`config.mk`:
```
export PLATFORM = sky130hd
export DESIGN_NAME = mips_cpu_mem_if
export DESIGN_NICKNAME = d
export VERILOG_FILES = /design/src/rtl/mips_cpu_mem_if.sv
export SDC_FILE = /design/constraint.sdc
export NUM_CORES = 1
export LEC_CHECK = 0
export CORE_ASPECT_RATIO = 1.5
export CORE_MARGIN = 1
export CORE_UTILIZATION = 25
export CTS_BUF_LIST = sky130_fd_sc_hd__clkbuf_4 sky130_fd_sc_hd__clkbuf_8 sky130_fd_sc_hd__clkbuf_16
export CTS_CLUSTER_DIAMETER = 50
export CTS_CLUSTER_SIZE = 40
export DETAILED_ROUTE_END_ITERATION = 7
export SLEW_MARGIN = 0
export SYNTH_ARGS = -nofsm -noshare
export SYNTH_HDL_FRONTEND = slang
export SYNTH_SLANG_ARGS = --single-unit
export TNS_END_PERCENT = 20
```
`constraint.sdc`:
```
create_clock -name clk -period 2.1 [get_ports clk]
set_clock_uncertainty 0.05 [all_clocks]
set_input_delay 0.21 -clock clk [delete_from_list [all_inputs] [get_ports clk]]
set_output_delay 0.21 -clock clk [all_outputs]
set_load 0.05 [all_outputs]
```
`src/rtl/mips_cpu_mem_if.sv`:
```
// rtl/mips_cpu_mem_if.sv - Avalon-MM bus controller for the multicycle MIPS core fetch/memory states
// Optional alignment trap enabled by defining MEM_IF_ALIGN_CHECK_EN.
module mips_cpu_mem_if #(
    parameter logic [31:0] RESET_ADDR = 32'hBFC00000
) (
    input  logic        clk,
    input  logic        reset,
    input  logic        core_req,
    input  logic        core_we,
    input  logic [31:0] core_addr,
    input  logic [1:0]  core_size,
    input  logic        core_signed,
    input  logic [31:0] core_wdata,
    output logic        core_busy,
    output logic        core_done,
    output logic [31:0] core_rdata,
    output logic        core_err,
    output logic [31:0] address,
    output logic        read,
    output logic        write,
    input  logic        waitrequest,
    output logic [31:0] writedata,
    output logic [3:0]  byteenable,
    input  logic [31:0] readdata
);

    typedef enum logic [1:0] {
        IDLE  = 2'd0,
        BUS   = 2'd1,
        RDATA = 2'd2
    } state_t;

    state_t      state;
    state_t      nextState;

    logic        reqWe;
    logic [1:0]  reqLane;
    logic [1:0]  reqSize;
    logic        reqSigned;

    logic [3:0]  laneByteEn;
    logic [31:0] laneWdata;
    logic        misaligned;
    logic [7:0]  loadByte;
    logic [15:0] loadHalf;
    logic [31:0] loadData;

    // Byte enables and replicated store data, derived straight from the incoming request
    always_comb begin
        laneByteEn = 4'b1111;
        laneWdata  = core_wdata;
        case (core_size)
            2'b00: begin
                laneByteEn = 4'b0001 << core_addr[1:0];
                laneWdata  = {4{core_wdata[7:0]}};
            end
            2'b01: begin
                laneByteEn = core_addr[1] ? 4'b1100 : 4'b0011;
                laneWdata  = {2{core_wdata[15:0]}};
            end
            default: begin
                laneByteEn = 4'b1111;
                laneWdata  = core_wdata;
            end
        endcase
    end

`ifdef MEM_IF_ALIGN_CHECK_EN
    assign misaligned = ((core_size == 2'b01) && core_addr[0]) ||
                        (core_size[1] && (core_addr[1:0] != 2'b00));
`else
    assign misaligned = 1'b0;
`endif

    // Lane extraction and extension of the returning read beat
    always_comb begin
        loadByte = 8'h00;
        case (reqLane)
            2'd0:    loadByte = readdata[7:0];
            2'd1:    loadByte = readdata[15:8];
            2'd2:    loadByte = readdata[23:16];
            default: loadByte = readdata[31:24];
        endcase
        loadHalf = reqLane[1] ? readdata[31:16] : readdata[15:0];
        case (reqSize)
            2'b00:   loadData = {{24{reqSigned & loadByte[7]}}, loadByte};
            2'b01:   loadData = {{16{reqSigned & loadHalf[15]}}, loadHalf};
            default: loadData = readdata;
        endcase
    end

    always_ff @(posedge clk) begin
        if (!reset) begin
            state <= IDLE;
        end else begin
            state <= nextState;
        end
    end

    always_comb begin
        nextState = state;
        case (state)
            IDLE: begin
                if (core_req && !misaligned) begin
                    nextState = BUS;
                end
            end
            BUS: begin
                if (!waitrequest) begin
                    nextState = reqWe ? IDLE : RDATA;
                end
            end
            RDATA: begin
                nextState = IDLE;
            end
            default: begin
                nextState = IDLE;
            end
        endcase
    end

    assign core_busy = (state != IDLE);

    // core_done/core_err are single-cycle pulses; everything else holds until rewritten
    always_ff @(posedge clk) begin
        if (!reset) begin
            read       <= 1'b0;
            write      <= 1'b0;
            byteenable <= 4'b0000;
            writedata  <= 32'h0;
            address    <= RESET_ADDR;
            core_done  <= 1'b0;
            core_err   <= 1'b0;
            core_rdata <= 32'h0;
            reqWe      <= 1'b0;
            reqLane    <= 2'b00;
            reqSize    <= 2'b00;
            reqSigned  <= 1'b0;
        end else begin
            core_done <= 1'b0;
            core_err  <= 1'b0;
            case (state)
                IDLE: begin
                    if (core_req) begin
                        if (misaligned) begin
                            core_done <= 1'b1;
                            core_err  <= 1'b1;
                        end else begin
                            reqWe      <= core_we;
                            reqLane    <= core_addr[1:0];
                            reqSize    <= core_size;
                            reqSigned  <= core_signed;
                            address    <= {core_addr[31:2], 2'b00};
                            byteenable <= laneByteEn;
                            writedata  <= laneWdata;
                            read       <= ~core_we;
                            write      <= core_we;
                        end
                    end
                end
                BUS: begin
                    if (!waitrequest) begin
                        read  <= 1'b0;
                        write <= 1'b0;
                        if (reqWe) begin
                            core_done <= 1'b1;
                        end
                    end
                end
                RDATA: begin
                    core_rdata <= loadData;
                    core_done  <= 1'b1;
                end
                default: begin
                end
            endcase
        end
    end

endmodule

```
==> run summary, run 1 <==
The flow ran to the end, and the final reports show no timing, DRC or antenna violations. STA classifies the critical path endpoint as an output pin. The buffer and inverter count on the worst path is 1, and the overall global routing resource usage is 15.8%. For the final routed database, the setup TNS stands at 0 ns. The insertion delay to the later sink of the worst-skew pair is 0.36 ns, and the number of clock buffers inserted by TritonCTS is 9.

In this run the worst setup path terminates at core_rdata[10]. The register clock-pin slew on the reported worst setup and hold paths is 0.08 ns, and the final period utilization is 87.0%. In this run the register-to-register setup slack is 0.37 ns.

At the pin with the least slew margin, the transition time is 0.682 ns. The endpoint identified for the worst register-to-register timing path is core_rdata[4]. The library cell contributing the largest single delay on the critical path was sky130_fd_sc_hd__clkdlybuf4s50_1. The launching point of the worst reg2reg path was state[0]. At the worst endpoint, the required time is 1.84 ns. The cell area that synthesis handed to floorplanning was 4890 um2. Peak ir drop on the vdd network: 0.398 mV. The kind of cell with the highest combined delay along the critical path is buffers and inverters.

The fraction of final layout cells with drive strength greater than 1 is 5.99%. The signal on the critical path passes through clkdlybuf4s50_1. Setup repair after global routing left no endpoint under its margin.

The final layout contains routed wiring with a total length of 15.7 mm. After legalization and detailed placement, the total HPWL measured 11.5 mm. In this run the deepest clock path goes through 2 buffers. The peak per-stage delay on the critical path was 0.82 ns. The critical path starts at core_rdata[10]. The tools report the number of vias in the routed layout as 4718.

The tools report the number of warnings reported in the yosys synthesis log as 0. TritonCTS built the clock tree. The count of cell instances traversed by the critical path came out at 1.

The hold violation count in the final report is 0, and the number of vias per cell after detailed routing is 4.53. For this design the top-level I/O count stands at 209. The die covers 20100 um2. CTS built an H-tree with a depth of 3.

The logs give 0 for the post-CTS setup repair buffer count and 4583 for the via count of the first global-routing pass. Once the clock tree was built, the resizer swapped 0 gates to a different size. The largest fanout on the critical path was 2. Worst min-delay path class: in -> reg. The clock root buffer was sky130_fd_sc_hd__clkbuf_16. The power density relative to cell area came out at 906 nW/um2. The initial antenna violation count came out at 0. Synthesis handed over a netlist of 587 instances. The final-stage net count is 888.

The number of different library cells used by synthesis comes to 41. After filler insertion, the fill cell instance count of the layout stands at 1979. Derived from the worst setup path, the maximum achievable clock frequency is 547 MHz. Setup violations remaining at the end of the flow were counted as 0. The number of buffers inserted by hold repair at cts came out at 0.

STA classifies the critical path startpoint as a register. Critical setup path kind: reg -> out. Across the run, the number of max-cap violations was 0. The worst register-to-register path has a depth of 6. The synthesized design contains 109 register bits.

The area added between synthesis and finish came out at 54.5%. In the layout the commonest cells are sky130_fd_sc_hd__clkdlybuf4s50_1 (203), sky130_fd_sc_hd__nand2_1 (150), sky130_fd_sc_hd__dfxtp_1 (109). Once the floorplan was initialized, standard cells occupied 25.5% of the core. After detailed routing, the average wire length per cell comes to 15.1 um.

After the first detailed-routing iteration, the DRC count stood at 158. The core outline area is 19200 um2. The smallest clock period supported by the final layout is computed as 1.83 ns.

The post-synthesis area per instance is 8.32 um2. Before CTS, the worst setup slack after placement is 0.167 ns. Buffers placed on the I/O ports in this run total 205. The die width was 116 um; the overall die height was 173 um.

After detailed routing, the number of remaining DRC violations is 0. Remaining max-slew budget at the tightest pin: 54.3%. The library cell used most frequently in the layout, excluding fill and tap cells, is sky130_fd_sc_hd__clkdlybuf4s50_1. Before antenna repair, the detailed router went through 4 iterations.

The final weighted congestion in routability-driven placement is 0.801, and the number of inserted diodes is 0. In this run the remaining antenna-violating nets after routing total 0. For the worst setup path, the data arrival time is 1.57 ns. The pin count of the biggest net entering global routing came out at 73. The number of max-slew violations in the final report is 0. Of the synthesized area, sequential elements account for 44.7%. Summed over all layers, the global routing overflow is 0. The number of clock sinks seen by CTS is 109, and the cell row count is 62.

After layout, the worst setup slack is 0.273 ns. The first global-routing pass estimated 24.7 mm of wire. Static leakage power: 3.03 nW.
-- worst min-delay path by stage --
stage,endpoint,from,depth (start not counted)
6_report,core_rdata[29],reset,3
3_3_place_gp,core_rdata[1],core_rdata[1],1
4_1_cts,core_rdata[29],reset,3
5_1_grt,reqSigned,reset,2
2_1_floorplan,address[22],core_addr[22],2
3_5_place_dp,core_rdata[2],core_rdata[2],1
-- cells by family (layout without fill, tap and decap cells) --
| group | count (synthesis) | after routing | synth area share (%) |
|---|---|---|---|
| AND/OR/NAND/NOR | 207 | 207 | 18.0 |
| other | 1 | 3 | 0.0768 |
| buffers and inverters | 54 | 250 | 5.20 |
| AO/OA/AOI/OAI | 186 | 186 | 25.6 |
| adder cells (fa/ha/maj) | 4 | 4 | 1.02 |
| flip-flops | 109 | 109 | 44.7 |
| multiplexers | 26 | 26 | 5.43 |
-- metrics by stage --
step           instance area (um2)  instances  hold slack, ns  util (%)  power [mW]
6_report                      7550       1041           0.152      39.4        6.84
5_1_grt                       7550       1041           0.152      39.4        7.19
4_1_cts                       7550       1041           0.136      39.4        6.93
3_5_place_dp                  7260       1025           0.392      37.9        5.20
3_3_place_gp                  7260       1025           0.386      37.9        5.19
2_1_floorplan                 4890        589           0.284         -        4.18
-- final cells by class --
class / count / area (um2) / share of cell area, %
Multi-Input combinational cell: 426 / 2460 / 32.6
Clock inverter: 6 / 53.8 / 0.713
Inverter: 7 / 26.3 / 0.348
Clock buffer: 10 / 233 / 3.08
Sequential cell: 109 / 2180 / 28.9
Tap cell: 256 / 320 / 4.24
Timing Repair Buffer: 227 / 2270 / 30.1
-- flip-flops by register name, summed over array words and instances, names as in the netlist --
| signal | flops |
|---|---|
| byteenable | 4 |
| address | 30 |
| state | 2 |
| reqSigned | 1 |
| core_rdata | 32 |
| reqSize | 2 |
| reqLane | 2 |
| reqWe | 1 |
| core_done | 1 |
| read | 1 |
| writedata | 32 |
| write | 1 |
-- metal layers --
| layer | GRT usage [%] | part of all wire, % | vias to the layer above |
|---|---|---|---|
| met2 | 28.0 | 51 | 138 |
| met1 | 18.1 | 42 | 2165 |
| li1 | - | - | 2396 |
| met5 | 0 | 0 | - |
| met3 | 3.50 | 5.3 | 19 |
| met4 | 6.30 | 2.3 | 0 |
-- cells in the mapped netlist --
master	n	area share, %
sky130_fd_sc_hd__o221ai_1	1	0.18
sky130_fd_sc_hd__o21bai_1	1	0.15
sky130_fd_sc_hd__and2b_1	1	0.15
sky130_fd_sc_hd__clkinv_1	1	0.077
sky130_fd_sc_hd__clkbuf_1	32	2.5
sky130_fd_sc_hd__nor3_1	1	0.10
sky130_fd_sc_hd__buf_6	4	0.92
sky130_fd_sc_hd__a22oi_1	8	1.2
sky130_fd_sc_hd__a22o_1	1	0.18
sky130_fd_sc_hd__o21a_1	1	0.15
sky130_fd_sc_hd__o211ai_1	2	0.31
sky130_fd_sc_hd__o22ai_2	1	0.26
sky130_fd_sc_hd__nor2_1	9	0.69
sky130_fd_sc_hd__a21oi_1	38	3.9
sky130_fd_sc_hd__ha_1	4	1.0
sky130_fd_sc_hd__nand3_1	18	1.8
sky130_fd_sc_hd__nand3b_1	1	0.15
sky130_fd_sc_hd__o211a_1	16	3.3
sky130_fd_sc_hd__nand2b_1	7	0.90
sky130_fd_sc_hd__mux2_4	1	0.31
sky130_fd_sc_hd__o2bb2ai_1	1	0.18
sky130_fd_sc_hd__nand4b_1	1	0.18
sky130_fd_sc_hd__buf_4	3	0.46
sky130_fd_sc_hd__or2_2	1	0.13
sky130_fd_sc_hd__mux2i_1	25	5.1
sky130_fd_sc_hd__nand2_1	151	12
sky130_fd_sc_hd__o21ai_0	47	4.8
sky130_fd_sc_hd__a2111oi_0	1	0.18
sky130_fd_sc_hd__conb_1	1	0.077
sky130_fd_sc_hd__and2_1	3	0.38
sky130_fd_sc_hd__nor2b_1	13	1.7
sky130_fd_sc_hd__o32ai_1	6	1.1
sky130_fd_sc_hd__inv_1	6	0.46
sky130_fd_sc_hd__buf_2	8	0.82
sky130_fd_sc_hd__o31ai_4	1	0.44
sky130_fd_sc_hd__a21o_1	13	2.0
sky130_fd_sc_hd__a211oi_1	1	0.15
sky130_fd_sc_hd__a21boi_0	43	6.6
sky130_fd_sc_hd__and3_4	1	0.23
sky130_fd_sc_hd__dfxtp_1	109	45
sky130_fd_sc_hd__a31oi_1	4	0.51
-- power breakdown --
| part | internal, mW | leakage, nW | total (mW) | switching, mW |
|---|---|---|---|---|
| Combinational | 0.977 | 1.99 | 2.65 | 1.67 |
| Clock | 0.844 | 0.139 | 1.71 | 0.864 |
| Sequential | 2.33 | 0.894 | 2.48 | 0.144 |
Note: power is estimated with default switching activity, not from simulation.
==> run 2: changes to the inputs <==
--- a/config.mk
+++ b/config.mk
@@ -8,11 +8,10 @@
 export CORE_ASPECT_RATIO = 1.5
 export CORE_MARGIN = 1
 export CORE_UTILIZATION = 25
-export CTS_BUF_LIST = sky130_fd_sc_hd__clkbuf_4 sky130_fd_sc_hd__clkbuf_8 sky130_fd_sc_hd__clkbuf_16
 export CTS_CLUSTER_DIAMETER = 50
 export CTS_CLUSTER_SIZE = 40
 export DETAILED_ROUTE_END_ITERATION = 7
-export SLEW_MARGIN = 0
+export SLEW_MARGIN = 30
 export SYNTH_ARGS = -nofsm -noshare
 export SYNTH_HDL_FRONTEND = slang
 export SYNTH_SLANG_ARGS = --single-unit
==> run summary, run 2 (synthesis gave the netlist of run 1 again) <==
Setup repair after global routing left no endpoint under its margin. CTS built an H-tree with a depth of 3. The floorplan has 62 rows. Buffers inserted to repair hold after CTS numbered 0. At the worst endpoint, the arrival time is 1.56 ns.

The post-route DRC violation count is 0, and the die width is 116 um. The first global-routing pass estimated 24.7 mm of wire. The total wire length is 15.7 mm, and the boundary pin count is 209. The via count of the first global-routing pass was 4582; the initial core utilization was 25.5%. The port buffer count is 205, and the insertion delay to the later sink of the worst-skew pair is 0.36 ns.

Post-cts repair resize count: 0. The min-delay analysis places its worst path in the category in -> reg. The die covers 20100 um2.

The type of element launching the critical path is a register. The final total power was 6.82 mW; the count of cell instances traversed by the critical path was 1. In this run the remaining antenna-violating nets after routing total 0.

The largest registers in the layout are core_rdata x32, writedata x32, address x30. At the pin with the least slew margin, the transition time is 0.680 ns. For this run, the slowest stage of the critical path takes 0.82 ns.

Leaving out fill and tap cells, the most frequent cells in the layout are sky130_fd_sc_hd__clkdlybuf4s50_1 (203), sky130_fd_sc_hd__nand2_1 (150), sky130_fd_sc_hd__dfxtp_1 (109). Number of inserted diodes: 0. In this run the critical register-to-register path is launched from state[0]. The detailed router finished its first iteration with 158 violations. Timing would allow up to 548 MHz. Clock-pin slew was measured on the worst setup and hold paths at 0.09 ns. Buffer and inverter count on the worst path: 1. Once detailed placement completed, the half-perimeter wirelength came to 11.5 mm. The tools report the pin count of the biggest net entering global routing as 73. For the hold violation count in the final report, the log shows 0. The static leakage power is 3.02 nW, and the area added between synthesis and finish is 54.4%.

The required time of the critical path was 1.84 ns. Fraction of final layout cells with drive strength greater than 1: 5.86%. The worst setup path is captured at an output pin. Tracing the worst setup path back leads to its startpoint at core_rdata[10].

The overall global routing resource usage is 15.8%. For this design, the slowest cell found on the critical path is sky130_fd_sc_hd__clkdlybuf4s50_1. The die is 173 um tall. The logs give 54.5% for the remaining max-slew budget at the tightest pin and 0 ns for the total negative setup slack. At the end of routability-driven placement, the weighted congestion stood at 0.801.

For the initial antenna violation count, the log shows 0. The run gives 0 as the number of setup violations in the final report. Buffers added to address setup during post-CTS repair amount to 0. The logs give 0.397 mV for the peak ir drop on the vdd network and 888 for the final-stage net count.

For the finished layout, the period the worst path requires is 1.82 ns. Power spread over the standard cell area amounts to 904 nW/um2. The number of vias per cell after detailed routing was 4.54. The worst register-to-register path has a depth of 6. The largest fanout on the critical path was 2. The critical path goes through clkdlybuf4s50_1. Dividing the detail-routed wire length by the instance count gives 15.1 um.

The region available for standard cell placement spans 19200 um2. The longest clock path from root to sink contains 2 buffers. For the number of vias in the routed layout, the log shows 4731. The worst path uses 86.8% of the clock period. Counting every sink on the clock net gives 109.

The startpoint identified for the worst hold timing path is reset. The critical setup path kind was reg -> out. The detailed-router iteration count before antenna repair is 4. The most common cell after layout, fill and taps aside was sky130_fd_sc_hd__clkdlybuf4s50_1. Along the worst hold path, the cell count comes to 3.

The overflow left after global routing was 0. The run finished with clean final reports. The gate family responsible for the most delay along the worst path was buffers and inverters.

Max-cap violations in this run came to 0. The clock root buffer was sky130_fd_sc_hd__clkbuf_16. The number of clock buffers added by TritonCTS is 9. The number of max-slew violations in the final report came out at 0. TritonCTS built the clock tree.
==> run 2: cell counts in the layout (fill, tap and decap cells not counted) <==
Identical to the previous run, type by type.
==> run 2: per-layer routing <==
layer / vias up / wire length (um) / global-route usage, %
met1: 2177 / 6520 / 18.1
li1: 2396 / - / -
met3: 19 / 837 / 3.50
met4: 0 / 358 / 6.30
met2: 139 / 8020 / 28.0
met5: - / 0 / 0
==> run 2: area by class of cell <==
type                            count  area [um2]
Clock buffer                       10         229
Clock inverter                      6        53.8
Fill cell                        1980       11600
Inverter                            7        26.3
Multi-Input combinational cell    426        2460
Sequential cell                   109        2180
Tap cell                          256         320
Timing Repair Buffer              227        2270
==> run 2: path summary, 6_finish.rpt <==
| kind | to | slack, ns |
|---|---|---|
| worst min register to register | core_rdata[3] | 0.41 |
| worst max register to register | core_rdata[4] | 0.38 |
| worst max-delay path | core_rdata[10] | 0.28 |
| worst min-delay path | core_rdata[29] | 0.15 |
==> run 2: per-stage QoR <==
step                hold WS [ns]  instance area (um2)  worst slack (ns)  std cells  util, %
floorplan                  0.284                 4890             0.519        589        -
global placement           0.386                 7260             0.189       1025     37.9
detailed placement         0.392                 7260             0.167       1025     37.9
CTS                        0.136                 7540             0.258       1041     39.4
global route               0.152                 7540             0.150       1041     39.4
finish                     0.151                 7540             0.276       1041     39.4
==> run 2: power by group <==
part | internal, mW | total (mW) | leakage, nW | switching, mW
registers | 2.33 | 2.48 | 0.894 | 0.145
logic | 0.977 | 2.65 | 1.99 | 1.67
clock network | 0.831 | 1.69 | 0.136 | 0.857
total | 4.14 | 6.82 | 3.02 | 2.68
==> run 3: changes to the inputs <==
--- a/config.mk
+++ b/config.mk
@@ -7,11 +7,11 @@
 export LEC_CHECK = 0
 export CORE_ASPECT_RATIO = 1.5
 export CORE_MARGIN = 1
-export CORE_UTILIZATION = 25
+export CORE_UTILIZATION = 43
 export CTS_CLUSTER_DIAMETER = 50
 export CTS_CLUSTER_SIZE = 40
 export DETAILED_ROUTE_END_ITERATION = 7
-export SLEW_MARGIN = 30
+export PLACE_DENSITY = 0.81
 export SYNTH_ARGS = -nofsm -noshare
 export SYNTH_HDL_FRONTEND = slang
 export SYNTH_SLANG_ARGS = --single-unit
==> run summary, run 3 (synthesis gave the netlist of run 1 again) <==
In this run the deepest clock path goes through 2 buffers. In this run the worst hold path is classified as in -> reg. The peak per-stage delay on the critical path was 0.85 ns; the initial DRC count was 237.

The largest fanout on the critical path was 2; the via count of the first global-routing pass was 4981. TritonCTS built the clock tree. The logs give 2.61 mW for the net switching power of the design and 0 for the hold violation count in the final report.

The core outline area came out at 11100 um2. The slowest stage of the critical path belongs to the cell sky130_fd_sc_hd__clkdlybuf4s50_1. The tree built by TritonCTS fans out to 109 sinks.

For this block, the via count after detailed routing is 4966. Traced cell by cell, the critical path runs through clkdlybuf4s50_1. The die area was 11800 um2; the net switching fraction of the power was 38.3%. Setup total negative slack on the finished layout was measured at 0 ns. The clock root buffer is sky130_fd_sc_hd__clkbuf_16. The detail route stage leaves a number of antenna-violating nets equal to 0. The overall global routing resource usage is 26.2%, and the power density relative to cell area is 930 nW/um2. For the peak ir drop on the vdd network, the log shows 0.458 mV.

In this run the cell area measured after placement is 7050 um2. In the final design database the tool counted 881 nets. For the pin with the worst max-slew slack, the measured transition is 0.636 ns.

Clock tree synthesis inserted a total of 9 buffers. Counting I/O delays and the setup requirement, the final critical path takes 1.91 ns. The combinational share of power was 38.3%. Initial antenna violation count: 0.

For the global-route wire length before repair, the log shows 24.0 mm. For the final weighted congestion in routability-driven placement, the log shows 0.892. Sequential cells burn 36.6% of the power.

The tools report the post-cts repair resize count as 0. STA classifies the critical path startpoint as a register. The number of H-tree branching levels is 3, and the initial core utilization is 44.2%. Clock-pin slew was measured on the worst setup and hold paths at 0.07 ns. The top cell types in the final layout, fill and taps aside, are sky130_fd_sc_hd__clkdlybuf4s50_1 (202), sky130_fd_sc_hd__nand2_1 (150), sky130_fd_sc_hd__dfxtp_1 (109). Port buffer count: 205. The worst pin sits at a relative slew slack of 57.4%.

The logs give 0 for the number of inserted diodes and 47 for the cell row count. The tools report the total wire length as 15.1 mm. The endpoint kind of the worst setup timing path was an output pin.

The run gives 0 as the reported max-cap violation count. The arrival time at the worst endpoint came out at 1.65 ns. The largest registers in the layout are core_rdata x32, writedata x32, address x30.

After clock tree synthesis, the flow added hold-fix buffers numbering 0. The area growth from synthesis to layout is 50.3%. The logs give 1.84 ns for the required time of the critical path and 4.21 mW for the cell-internal power. After global routing the overflow that remains totals 0. After detailed routing, the number of remaining DRC violations is 0. The insertion delay to the later sink of the worst-skew pair is 0.34 ns.

The gate family responsible for the most delay along the worst path is buffers and inverters. Setup violations remaining at the end of the flow were counted as 0. The number of setup buffers added after CTS is 0.

The library cell used most frequently in the layout, excluding fill and tap cells, is sky130_fd_sc_hd__clkdlybuf4s50_1. After detailed routing, the average wire length per cell comes to 16.4 um. Summed over all cells, the static leakage comes to 2.99 nW. With fillers left out, the area of the finished cells amounts to 7340 um2. Detailed placement ended at an HPWL of 11.3 mm.

Setup repair after global routing left no endpoint under its margin. Of the available clock period, the critical path in the final layout requires 91.1%. For the part of the total power dissipated in the clock network, the log shows 25.1%. The run finished with clean final reports.

The run gives 66.4% as the share of the core filled with cells. The buffer and inverter count on the worst path is 1, and the detailed-router iteration count before antenna repair is 4. Of the cells placed in the final design, the portion with a size suffix greater than 1 is 5.27%. Critical setup path kind: reg -> out.

The die width was 89.0 um; the pin count of the biggest net entering global routing was 63. Derived from the worst setup path, the maximum achievable clock frequency is 523 MHz. Dividing the detail-routed via count by the number of cells gives 5.37. The floorplan step set the die height to 133 um.

For the boundary pin count, the log shows 209. The filler cell count is 949, and the final total power is 6.83 mW. For the number of max-slew violations in the final report, the log shows 0.
==> run 3: changes by cell type in the layout (fill, tap and decap cells not counted) <==
cell                              before  now
sky130_fd_sc_hd__clkbuf_1              1    0
sky130_fd_sc_hd__bufinv_16             0    1
sky130_fd_sc_hd__buf_4                18   14
sky130_fd_sc_hd__buf_12                5    3
sky130_fd_sc_hd__clkinv_2              0    2
sky130_fd_sc_hd__inv_6                 3    2
sky130_fd_sc_hd__clkdlybuf4s50_1     203  202
sky130_fd_sc_hd__inv_8                 1    0
==> run 3: routing by layer <==
metal | wire [um] | share of wire [%] | up-vias | GRT usage [%]
met5 | 0 | 0 | - | 0
met4 | 568 | 3.8 | 0 | 13.1
met3 | 1110 | 7.3 | 39 | 5.80
met2 | 8070 | 53 | 230 | 47.6
met1 | 5380 | 36 | 2312 | 27.4
li1 | - | - | 2385 | -
==> run 3: worst paths after layout <==
| path | from | to | slack (ns) | cells past startpoint |
|---|---|---|---|---|
| max | core_rdata[29] | core_rdata[29] | 0.19 | 1 |
| min | reset | core_rdata[14] | 0.13 | 3 |
| min reg2reg | address[8] | address[8] | 0.41 | 2 |
| max reg2reg | reqSize[0] | core_rdata[10] | 0.25 | 4 |
==> run 3: final cells by class <==
| type | count | area (um2) | area share, % |
|---|---|---|---|
| well taps | 147 | 184 | 2.50 |
| flip-flops and latches | 109 | 2180 | 29.7 |
| clock buffers | 9 | 225 | 3.07 |
| inverters | 7 | 26.3 | 0.358 |
| clock inverters | 7 | 73.8 | 1.01 |
| repair buffers | 220 | 2190 | 29.8 |
| multi-input cells | 426 | 2460 | 33.5 |
==> run 3: per-stage QoR <==
stage                     hold slack, ns  instances  setup slack (ns)
after floorplan                    0.284        589             0.519
after global placement             0.392        909             0.260
after detailed placement           0.405        909             0.142
after CTS                          0.115        925             0.244
after global routing               0.168        925             0.135
final                              0.132        925             0.188
==> run 3: power groups by stage <==
| stage | Clock [mW] | Combinational (mW) | Sequential, mW |
|---|---|---|---|
| after floorplan | 0 | 0.816 | 3.36 |
| after global placement | 0 | 2.57 | 2.52 |
| after detailed placement | 0 | 2.61 | 2.54 |
| after CTS | 1.75 | 2.62 | 2.49 |
| after global routing | 1.84 | 2.78 | 2.52 |
| final | 1.72 | 2.61 | 2.50 |
==> variant: new RTL, config.mk and constraints of run 2 <==
Add a define of `MEM_IF_ALIGN_CHECK_EN`.
--- a/src/rtl/mips_cpu_mem_if.sv
+++ b/src/rtl/mips_cpu_mem_if.sv
@@ -1,4 +1,6 @@
 // rtl/mips_cpu_mem_if.sv - Avalon-MM bus controller for the multicycle MIPS core fetch/memory states
 // Optional alignment trap enabled by defining MEM_IF_ALIGN_CHECK_EN.
+`define MEM_IF_ALIGN_CHECK_EN
+
 module mips_cpu_mem_if #(
     parameter logic [31:0] RESET_ADDR = 32'hBFC00000
Function: changed (Yosys sat finds a counterexample within 4 cycles, from zero or initial values and one cycle with reset low).
==> variant against run 2 <==
Routed wire length is 1.8% higher. Final cell count is 1.2% lower. Synthesized cell count stayed put. Design area hardly changed. Fmax is 0.23% lower. Via count is 0.42% higher. Worst setup slack worse by 0.0043 ns. Die area is 1.3% higher. Register-to-register slack worse by 0.11 ns. Area after synthesis is 1.3% higher. Sequential cell count is 1 higher. Global-route usage is 0.18 points higher.
Power is not compared: it rests on default switching activity, and its combinational part moved more than twofold at a synthesized area within 25%.
==> variant: results <==
group,metric,value,unit
routing,drt_iter0_drc,285,
clock_tree,cts-root-buf,"clkbuf_16",
cells_and_area,finish.utilization,0.3921,
placement,dpl_cell_area,7242,sq um
sta,worstMarginPinSlew,0.7446,ns
cells_and_area,drive_gt1_frac,0.06339,
placement,dp_hpwl,11450,microns
logic_synthesis,synth.area.top_cells,"dfxtp_1, nand2_1, a21boi_0",
grt,grt_pass1_wl,25280,microns
cells_and_area,n_fill_cell,2031,
worst_setup_path,r2r_start,"reqLane[0]",
grt,antenna_found_initial,0,
logic_synthesis,synthAdderAreaFrac,0,
grt,grt_pass1_vias,4634,
logic_synthesis,synthTopCellsByCount,"nand2_1, dfxtp_1, o21ai_0, a21boi_0, a21oi_1",
logic_synthesis,async_flop_share,0,
placement,placed_cells,1013,
routing,wl_per_cell,15.56,microns
routing,totalWireLength,16010,microns
placement,pre_cts_ws,0.09657,ns
routing,viasPerCell,4.617,
run_status,outcome,"finished clean",
worst_setup_path,cp.arrival,1.98,ns
grt,grt_max_degree,79,
grt,grt_usage,0.1603,
worst_setup_path,cp_max_fo,16,
logic_synthesis,synth-compound-area-share,0.2535,
placement,portBuffers,206,
logic_synthesis,ys_seq_area_frac,0.4448,
cells_and_area,final_nets,872,
logic_synthesis,synth_top_family_by_area,"compound AO/OA/AOI/OAI gates",
logic_synthesis,yosys.cell_types.count,42,
logic_synthesis,synthMuxAreaShare,0.05863,
placement,routabilityCongestion,0.7793,
clock_tree,cts_resized,0,
[variant: cell types whose count changed in the layout (fill, tap and decap cells not counted), moves of 6 or more]
| cell | run 2 | this run |
|---|---|---|
| nor2b_1 | 13 | 3 |
| o32ai_1 | 6 | 0 |
| mux2_2 | 0 | 6 |
| a22o_1 | 1 | 8 |
| a221oi_1 | 0 | 7 |
| nand3b_1 | 1 | 9 |
| a21o_1 | 13 | 0 |
[variant: critical path: stages (launching register included)]
cell and delay (ns):
dfxtp_1 0.48, mux2i_1 0.24, a22oi_1 0.14, a21oi_2 0.62, a21oi_1 0.15
[variant: cell type report]
cell class                      count  area share
Tap cell                          256     0.04246
Inverter                            2   0.0009952
Sequential cell                   110      0.2919
Multi-Input combinational cell    421      0.3274
Timing Repair Buffer              224      0.2972
Clock inverter                      6    0.008293
Clock buffer                       10     0.03168
[variant: per-layer routing]
metal / global-route usage / wire length, microns / vias up
li1: - / - / 2398
met1: 0.1903 / 6640 / 2183
met2: 0.2692 / 8014 / 152
met3: 0.04568 / 987 / 18
met4: 0.06013 / 366 / 0
met5: 0 / 0 / -
[variant: worst paths after layout]
check	to	slack (ns)	cells past startpoint
setup / recovery	core_rdata[22]	0.27	4
hold / removal	core_rdata[26]	0.22	3
setup reg to reg	core_rdata[22]	0.27	4
hold reg to reg	state[1]	0.41	1
[variant: cell families after synthesis]
group,count (synthesis)
multiplexers,27
flip-flops,110
AO/OA/AOI/OAI,185
other,1
buffers and inverters,57
AND/OR/NAND/NOR,207
[variant: power by group]
| group | switching [mW] | internal [mW] | total (mW) |
|---|---|---|---|
| logic | 0.739 | 0.525 | 1.26 |
| clock network | 0.873 | 0.871 | 1.74 |
| registers | 0.0602 | 2.19 | 2.25 |
